$ cat src/rtl/srl_delay_ctrl_pkg.sv
// Shared types and sizing for the SRL-based delay controller.
package srl_ctrl_pkg;

    // Default maximum depth and the matching tap-address width.
    localparam int MAX_DEPTH_DEF = 32;
    localparam int DEPTH_W       = $clog2(MAX_DEPTH_DEF);

    // Controller states.
    //   IDLE  : no depth configured yet
    //   FILL  : accepting input until depth entries are stored
    //   RUN   : lock-step accept/emit, line holds exactly depth entries
    //   DRAIN : push the stored entries out without accepting new input
    typedef enum logic [1:0] {
        IDLE  = 2'd0,
        FILL  = 2'd1,
        RUN   = 2'd2,
        DRAIN = 2'd3
    } state_t;

endpackage

$ cat src/rtl/srl_delay_line.sv
// Reset-free addressable shift register: one shift per enabled cycle,
// newest sample at index 0, combinational read at the tap address.
module srl_delay_line #(
    parameter int WIDTH = 8,
    parameter int DEPTH = 32
) (
    input  logic                     clk,
    input  logic                     sh_en,
    input  logic [WIDTH-1:0]         din,
    input  logic [$clog2(DEPTH)-1:0] tap,
    output logic [WIDTH-1:0]         dout
);

    // No reset and a single shift enable so the storage maps onto SRL cells.
    logic [WIDTH-1:0] mem [DEPTH];

    // Shift the whole line by one position when enabled.
    always_ff @(posedge clk) begin
        if (sh_en) begin
            mem[0] <= din;
            for (int i = 1; i < DEPTH; i++) begin
                mem[i] <= mem[i-1];
            end
        end
    end

    assign dout = mem[tap];

endmodule

$ cat src/rtl/srl_delay_ctrl.sv
// Delay-line controller: programmable delay of 1..MAX_DEPTH accepted
// transfers with fill, lock-step run and drain phases around an SRL line.
module srl_delay_ctrl
    import srl_ctrl_pkg::*;
#(
    parameter int WIDTH     = 8,
    parameter int MAX_DEPTH = MAX_DEPTH_DEF
) (
    input  logic                         clk,
    input  logic                         rst_n,
    input  logic                         cfg_load,
    input  logic [$clog2(MAX_DEPTH)-1:0] cfg_depth,
    input  logic                         flush,
    input  logic                         in_valid,
    output logic                         in_ready,
    input  logic [WIDTH-1:0]             in_data,
    output logic                         out_valid,
    input  logic                         out_ready,
    output logic [WIDTH-1:0]             out_data,
    output logic [$clog2(MAX_DEPTH):0]   fill_cnt,
    output logic                         busy
);

    localparam int AW = $clog2(MAX_DEPTH);
    localparam logic [AW:0] ONE = {{AW{1'b0}}, 1'b1};

    state_t          state;
    logic [AW:0]     depth;      // configured depth, 1..MAX_DEPTH
    logic [AW-1:0]   tap;        // depth-1, kept separately to avoid a subtractor on the read path
    logic [AW:0]     align;      // junk shifts still needed to bring the oldest entry to the tap
    logic [AW:0]     remaining;  // entries still to be emitted while draining
    logic            sh_en;
    logic [AW:0]     fill_inc;   // fill count after this cycle's shift, if any

    assign fill_inc = fill_cnt + {{AW{1'b0}}, sh_en};

    // Handshake, shift enable and status decode from the current state.
    always_comb begin
        sh_en     = 1'b0;
        in_ready  = 1'b0;
        out_valid = 1'b0;
        busy      = (state != IDLE);
        case (state)
            FILL: begin
                in_ready = 1'b1;
                sh_en    = in_valid & ~cfg_load;
            end
            RUN: begin
                in_ready  = out_ready;
                out_valid = 1'b1;
                sh_en     = in_valid & out_ready & ~cfg_load;
            end
            DRAIN: begin
                if (align != '0) begin
                    sh_en = ~cfg_load;
                end else begin
                    out_valid = 1'b1;
                    sh_en     = out_ready & ~cfg_load;
                end
            end
            default: begin
                sh_en = 1'b0;
            end
        endcase
    end

    // Control FSM: configuration takes priority, then flush, then normal progress.
    always_ff @(posedge clk or negedge rst_n) begin
        if (!rst_n) begin
            state     <= IDLE;
            depth     <= ONE;
            tap       <= '0;
            fill_cnt  <= '0;
            align     <= '0;
            remaining <= '0;
        end else if (cfg_load) begin
            state     <= FILL;
            depth     <= {1'b0, cfg_depth} + ONE;
            tap       <= cfg_depth;
            fill_cnt  <= '0;
            align     <= '0;
            remaining <= '0;
        end else begin
            case (state)
                IDLE: begin
                    state <= IDLE;
                end
                FILL: begin
                    // An input accepted in the flush cycle is counted as stored.
                    if (flush && (fill_inc != '0)) begin
                        state     <= DRAIN;
                        fill_cnt  <= fill_inc;
                        align     <= depth - fill_inc;
                        remaining <= fill_inc;
                    end else begin
                        fill_cnt <= fill_inc;
                        if (fill_inc == depth) begin
                            state <= RUN;
                        end
                    end
                end
                RUN: begin
                    if (flush) begin
                        state     <= DRAIN;
                        align     <= '0;
                        remaining <= depth;
                    end
                end
                DRAIN: begin
                    if (align != '0) begin
                        align <= align - ONE;
                    end else if (sh_en) begin
                        if (remaining == ONE) begin
                            state     <= FILL;
                            fill_cnt  <= '0;
                            remaining <= '0;
                        end else begin
                            remaining <= remaining - ONE;
                            if (fill_cnt != '0) begin
                                fill_cnt <= fill_cnt - ONE;
                            end
                        end
                    end
                end
                default: begin
                    state <= IDLE;
                end
            endcase
        end
    end

    srl_delay_line #(
        .WIDTH (WIDTH),
        .DEPTH (MAX_DEPTH)
    ) u_line (
        .clk   (clk),
        .sh_en (sh_en),
        .din   (in_data),
        .tap   (tap),
        .dout  (out_data)
    );

endmodule

$ cat config.mk
export PLATFORM = sky130hd
export DESIGN_NAME = srl_delay_ctrl
export DESIGN_NICKNAME = d
export VERILOG_FILES = /design/src/rtl/srl_delay_ctrl_pkg.sv /design/src/rtl/srl_delay_line.sv /design/src/rtl/srl_delay_ctrl.sv
export SDC_FILE = /design/constraint.sdc
export NUM_CORES = 1
export LEC_CHECK = 0
export ABC_AREA = 1
export CORE_MARGIN = 2
export CORE_UTILIZATION = 41
export DETAILED_ROUTE_END_ITERATION = 12
export DONT_BUFFER_PORTS = 1
export PLACE_DENSITY = 0.55
export RECOVER_POWER = 100
export SYNTH_ARGS = -nofsm -noshare
export SYNTH_HDL_FRONTEND = slang
export SYNTH_SLANG_ARGS = --single-unit
$ cat constraint.sdc
create_clock -name clk -period 9.8 [get_ports clk]
set_clock_uncertainty 0.05 [all_clocks]
set_input_delay 0.98 -clock clk [delete_from_list [all_inputs] [get_ports clk]]
set_output_delay 0.98 -clock clk [all_outputs]
set_load 0.01 [all_outputs]
**Yosys cells after proc, flatten, opt, wreduce, memory -nomap -nowiden**

Memories as Yosys holds them, arrays and structs flattened.
Cells that the tools add are included.

- Output and inout port bits: 17
- Memories kept: 1
- Memory bits (writable): 256
- Word-level logic and storage cells: 76
- Bits in registers: 31
- Input bits: 19

- Muxes and demuxes: 33
- Equality and inequality tests: 13
- Reductions and logical operators: 12
- Add/subtract/negate cells: 6
- Bitwise logic cells: 5

Memory list:

| memory | depth | bits a word | rd ports | clocked after Yosys merged registers in | wr ports | line | source |
|---|---|---|---|---|---|---|---|
| u_line.mem | 32 | 8 | 32 | 0 | 32 | srl_delay_line.sv:15 | `logic [WIDTH-1:0] mem [DEPTH];` |

Operators by type and width:

| cell | count |
|---|---|
| 6-bit 2-to-1 mux | 15 |
| 6-bit case mux with 3 select lines | 2 |
| 3-bit inequality test, second input constant | 6 |
| 6-bit nonzero test | 3 |
| 6-bit by 1-bit subtractor with 6-bit output, second input constant | 3 |
| 2-bit 2-to-1 mux | 7 |
| 6-bit case mux with 2 select lines | 1 |
| 5-bit AND reduction | 2 |
| 4-bit inequality test, second input constant | 2 |
| 2-bit case mux with 4 select lines | 1 |
| 4-bit AND reduction | 2 |
| 5-bit by 1-bit adder with 6-bit output, second input constant | 1 |
| 6-bit by 1-bit adder with 6-bit output | 1 |
| 6-bit by 1-bit equality test with 1-bit output, second input constant | 1 |
| 6-bit equality test | 1 |
| 6-bit subtractor | 1 |
| 1-bit AND | 4 |
| 2-bit equality test, second input constant | 2 |
| 1-bit 2-to-1 mux | 4 |
| 1-bit case mux with 2 select lines | 2 |
| 4-bit nonzero test | 1 |
| 1-bit case mux with 3 select lines | 1 |
| 3-bit nonzero test | 1 |
| 2-bit by 1-bit equality test with 1-bit output, second input constant | 1 |
| 4 further kinds | 4 |

**Longest topological paths before layout**

- Word-level depth: 10
- Depth in mapped cells: 24
- Gate-level depth less buffers: 24

**Hierarchy**

Synthesis repeated with hierarchy kept, for this count alone.

- Cells, all modules: 1208
- Area, all modules: 12985.0 µm²

Modules (own cells, without submodules):

| module | area each (µm²) | times used | cells each | sequential area each (µm²) |
|---|---|---|---|---|
| srl_delay_line | 10420.0 | 1 | 865 | 7687.4 |
| srl_delay_ctrl | 2565.0 | 1 | 343 | 777.0 |

**Least setup slack after synthesis**

Ideal clock, no wire load.

- Path type: input port to flip-flop
- Start: in cfg_load
- End: reg state[1]
- Path slack: 0.986 ns
- Buffers on the path: 0
- Required time: 9.674 ns
- Setup time: 0.076 ns
- Arrival: 8.688 ns
- Stages on the path: 18
- Cells stage by stage: nor2_4 > nand2_1 > inv_1 > o21ai_2 > inv_1 > ha_1 > ha_1 > nand4_1 > nand2_1 > inv_1 > ha_1 > and3_1 > nand3_1 > nor2_1 > nor2_1 > nor2_1 > nand2_1 > o21ai_1

- Cells in the longest elaborated chain, start to end: 10
- Elaborated cells on any way between the ends: 19
- Those cells by class: 1 x add/sub; 6 x eq/ne; 5 x mux; 4 x bitwise; 3 x reduce/logical

Ends and longest elaborated chain:

| what | line | source |
|---|---|---|
| from (decl) | srl_delay_ctrl.sv:11 | `input logic cfg_load,` |
| 1-bit NOT * | n/a |  |
| 1-bit AND | srl_delay_ctrl.sv:58 | `sh_en = out_ready & ~cfg_load;` |
| 1-bit 2-to-1 mux | srl_delay_ctrl.sv:54 | `if (align != '0) begin` |
| 1-bit case mux with 3 select lines * | srl_delay_ctrl.sv:43 | `case (state)` |
| net sh_en | srl_delay_ctrl.sv:32 | `logic sh_en;` |
| 6-bit by 1-bit adder with 6-bit output | srl_delay_ctrl.sv:35 | `assign fill_inc = fill_cnt + {{AW{1'b0}}, sh_en};` |
| 6-bit nonzero test | srl_delay_ctrl.sv:90 | `if (flush && (fill_inc != '0)) begin` |
| 1-bit logical AND | srl_delay_ctrl.sv:90 |  |
| 2-bit 2-to-1 mux | srl_delay_ctrl.sv:90 |  |
| 2-bit case mux with 4 select lines | srl_delay_ctrl.sv:84 | `case (state)` |
| 2-bit 2-to-1 mux | srl_delay_ctrl.sv:76 | `end else if (cfg_load) begin` |
| to (signal assigned) | srl_delay_ctrl.sv:77 | `state <= FILL;` |
| to (signal assigned) | srl_delay_ctrl.sv:86 | `state <= IDLE;` |
| to (signal assigned) | srl_delay_ctrl.sv:91 | `state <= DRAIN;` |
| to (decl) | srl_delay_ctrl.sv:27 | `state_t state;` |

The timed path passes the listed nets; every way through them passes the cells marked *.
A chain may end at the register's enable or synchronous reset.

**Worst setup path after layout**

- Start: reg tap[0]
- End: out out_data[7]

- Cells in the longest elaborated chain, start to end: 1

Ends and longest elaborated chain:

| what | line | source |
|---|---|---|
| from (decl) | srl_delay_ctrl.sv:29 | `logic [AW-1:0] tap;` |
| from (signal assigned) | srl_delay_ctrl.sv:79 | `tap <= cfg_depth;` |
| memory read 32 x 8 bit | n/a |  |
| to (decl) | srl_delay_ctrl.sv:19 | `output logic [WIDTH-1:0] out_data,` |

Every way passes these cells.

==> flow_summary.toml <==
[detailed_routing]
drt-pass1-iter-count = 5
via_count = 8133
drtIter0Drc = 837
drc = 0
wl_per_cell_um = 18.3
postRouteAntennaNets = 0
routed_wl_mm = 26.9
vias_per_cell = 5.53

[critical_path]
worst_ep_arrival_time_ns = 5.40
crit_fanout = 83
crit_buf_inv = 2
r2r-start = "state[0]$_DFFE_PN0P_"
r2r_cells = 8
slowest_stage = "clkinvlp_2"
cpMostUsedCell = "o21ai_0"
r2r-end = "u_line.mem[19][0]$_DFFE_PP_"
cp.required_ns = 8.77
crit_path_end_kind = "output pin"
worst_setup_path_start_kind = "flop"
cp_top_family = "buffers and inverters"
max_stage_delay_ns = 1.76
rrSetupSlack_ns = 3.44
worstSetupPathType = "flop to output pin"
path_cells = "clkinvlp_2 > buf_4 > o21ai_0 > o22ai_1 > o21ai_0 > o21ai_0 > o21a_1"

[placement]
hpwlAfterDp_mm = 15.1
gp_congestion = 0.866
placed_area_um2 = 12800
place_ws_ns = 5.49
io_buffer_count = 0

[global_routing]
grt_pass1_wl_mm = 43.2
grt_util_all_layers_pct = 17.1
globalRouteOverflowTotal = 0
antenna_found_initial = 0
grt_pass1_vias = 7875
grt_max_degree = 107

[job]
maxCapViolations = 4

[floorplanning]
boundaryPins = 36
start_util_pct = 41.4
num_rows = 64
core_area_um2 = 30300
die_h_um = 179
die_area_um2 = 32100
fp.dieW_um = 179

[sta]
max_clock_freq_mhz = 155
rsz0062_at_grt = "no"
min_period_ns = 6.43
tightest_slew_ns = 4.52
max_slew_margin_pct = -202
finalSetupTns_ns = 0
worst_slack_ns = 3.37
fin_crit_sh_pct = 65.6
setup_viol_count_final = 0
slew_violations = 237
hold_violations = 0

[yosys]
synth_top_family_by_area = "compound AO/OA/AOI/OAI gates"
synth_edf_count = 256
synth_ff_type = "edfxtp_1"
ys_async_sr_fraction_pct = 10.8
yosys_warnings = 0
synthAdderAreaFrac_pct = 1.85
muxShareOfSynthArea_pct = 0
synth_compound_area_share_pct = 13.5
syn-num-nets = 1106
ys_ff_latch = 287
synth_area_per_cell_um2 = 11.8
syn_area_um2 = 12600
synth_seq_area_share_pct = 67.4
synth_cell_types = 48
synth_cells = 1069
yosys.area_share.simple_pct = 12.7
synth-xor-area-share_pct = 0.618

[min_path]
hold_class = "input pin to async pin"

[clocking]
clk-insertion-delay-late_ns = 0.57
cts_sinks = 287
cts.htree.levels = 1
post_cts_buffers = 0
cts_tree = "yes"
cts_buffers = 31
path_clk_slew_ns = 0.06
postCtsHoldBufs = 0
cts_buffer_depth = 3
cts-root-buf = "clkbuf_16"
cts_resized = 0

[final_layout]
seq_area_um2 = 8470
final_cell_area_um2 = 13600
nets = 1088
antennaDiodeCount = 0
n_fill_cell = 2804
areaGrowthSynthToFinish_pct = 8.60
multiInputGateArea_um2 = 3520
drive_above_1_share_pct = 7.45
final_core_utilization_pct = 44.9

[power]
switching_share_pct = 32.6
p_comb_share_pct = 22.7
p_total_mw = 3.88
power.leakage_nw = 4.71
switchingPower_mw = 1.27
peakVddDrop_mv = 0.252
seqPwrFrac_pct = 50.3
p_clk_share_pct = 27.0
p_int_mw = 2.62
power_per_cell_area_nw_per_um2 = 285

[status]
violations = "max-capacitance violations, max-slew violations"
outcome = "finished with violations"
[worst reg2reg max path: stages (launching register included)]
cell	delay, ns
dfrtp_1	0.38
ha_1	0.43
inv_1	0.20
nor2_1	0.35
nand2_1	0.12
inv_1	0.12
o21ai_0	0.28
inv_8	0.61
clkbuf_1	3.27
[power by group through the flow]
stage / Sequential, mW / Combinational, mW / Clock, mW
global placement: 1.94 / 0.926 / 0
CTS: 1.93 / 0.926 / 1.08
global route: 1.99 / 1.01 / 1.13
detailed placement: 1.95 / 0.923 / 0
finish: 1.95 / 0.883 / 1.05
floorplan: 1.95 / 0.734 / 0
[how the worst max path moves through the flow]
stage,start,end,slack (ns),depth (start not counted)
after CTS,tap[0]$_DFFE_PN0P_,out_data[6],5.25,8
after floorplan,cfg_load,state[1]$_DFFE_PN0P_,0.99,18
after detailed placement,state[0]$_DFFE_PN0P_,state[1]$_DFFE_PN0P_,5.49,20
final,tap[0]$_DFFE_PN0P_,out_data[7],3.37,7
after global placement,cfg_load,state[1]$_DFFE_PN0P_,5.60,18
after global routing,state[1]$_DFFE_PN0P_,u_line.mem[25][3]$_DFFE_PP_,2.81,8
[routing by layer]
layer | share of wire, % | vias to the layer above | track usage (%)
li1 | - | 3855 | -
met1 | 49 | 4034 | 25.9
met2 | 44 | 200 | 25.2
met3 | 5.5 | 44 | 3.22
met4 | 2.0 | 0 | 4.54
met5 | 0 | - | 0
[metrics by stage]
stage                     hold slack (ns)  cells
after global placement              0.372   1414
after CTS                          0.0300   1470
after floorplan                     0.371   1069
after global routing               0.0291   1470
after detailed placement            0.376   1414
final                              0.0536   1470
[sequential cells by signal (all words and copies together) (netlist names)]
signal and flops:
u_line.mem 256, remaining 6, tap 5, fill_cnt 6, depth 6, state 2
align 6
[cells in the mapped netlist (3+ instances only)]
library cell	count	area, um2
buf_4	9	67.6
o22ai_1	27	169
nand2_1	99	372
nor2_2	5	31.3
o21a_1	10	75.1
inv_1	45	169
o21ai_2	8	70.1
clkbuf_1	33	124
a21oi_1	18	90.1
nor2_1	164	616
buf_6	4	45.0
nor2_4	3	33.8
dfrtp_1	30	751
buf_2	14	70.1
edfxtp_1	256	7690
xor2_1	4	35.0
nand2_2	16	100
nor3_1	3	15.0
inv_2	5	18.8
o221ai_1	40	350
nand4_1	6	37.5
nand2_4	3	33.8
nand3_1	55	275
o21ai_1	32	160
xnor2_1	3	26.3
ha_1	17	213
o21ai_0	135	676
[final cells by class]
type,instances,share of cell area (%)
clock inverter,16,0.651
timing repair buffer,10,0.440
clock buffer,40,5.93
sequential,287,62.1
tap,396,3.63
multi-input combinational,670,25.8
inverter,51,1.47
[placed cells by master (no fill, tap or decap), drive strengths merged, types with 27 or more instances in the layout]
master / instances
nor2: 172
dfrtp: 30
inv: 50
nand3: 58
o22ai: 27
o21ai: 175
o221ai: 40
clkbuf: 44
edfxtp: 256
nand2: 118
[cell families (layout without fill, tap and decap cells)]
group	Yosys count	after routing
compound gates	282	282
xor+xnor	8	8
fa+ha+maj	18	18
buf+inv	112	117
flops	287	287
simple gates	362	362
(Power assumes the default switching activity.)
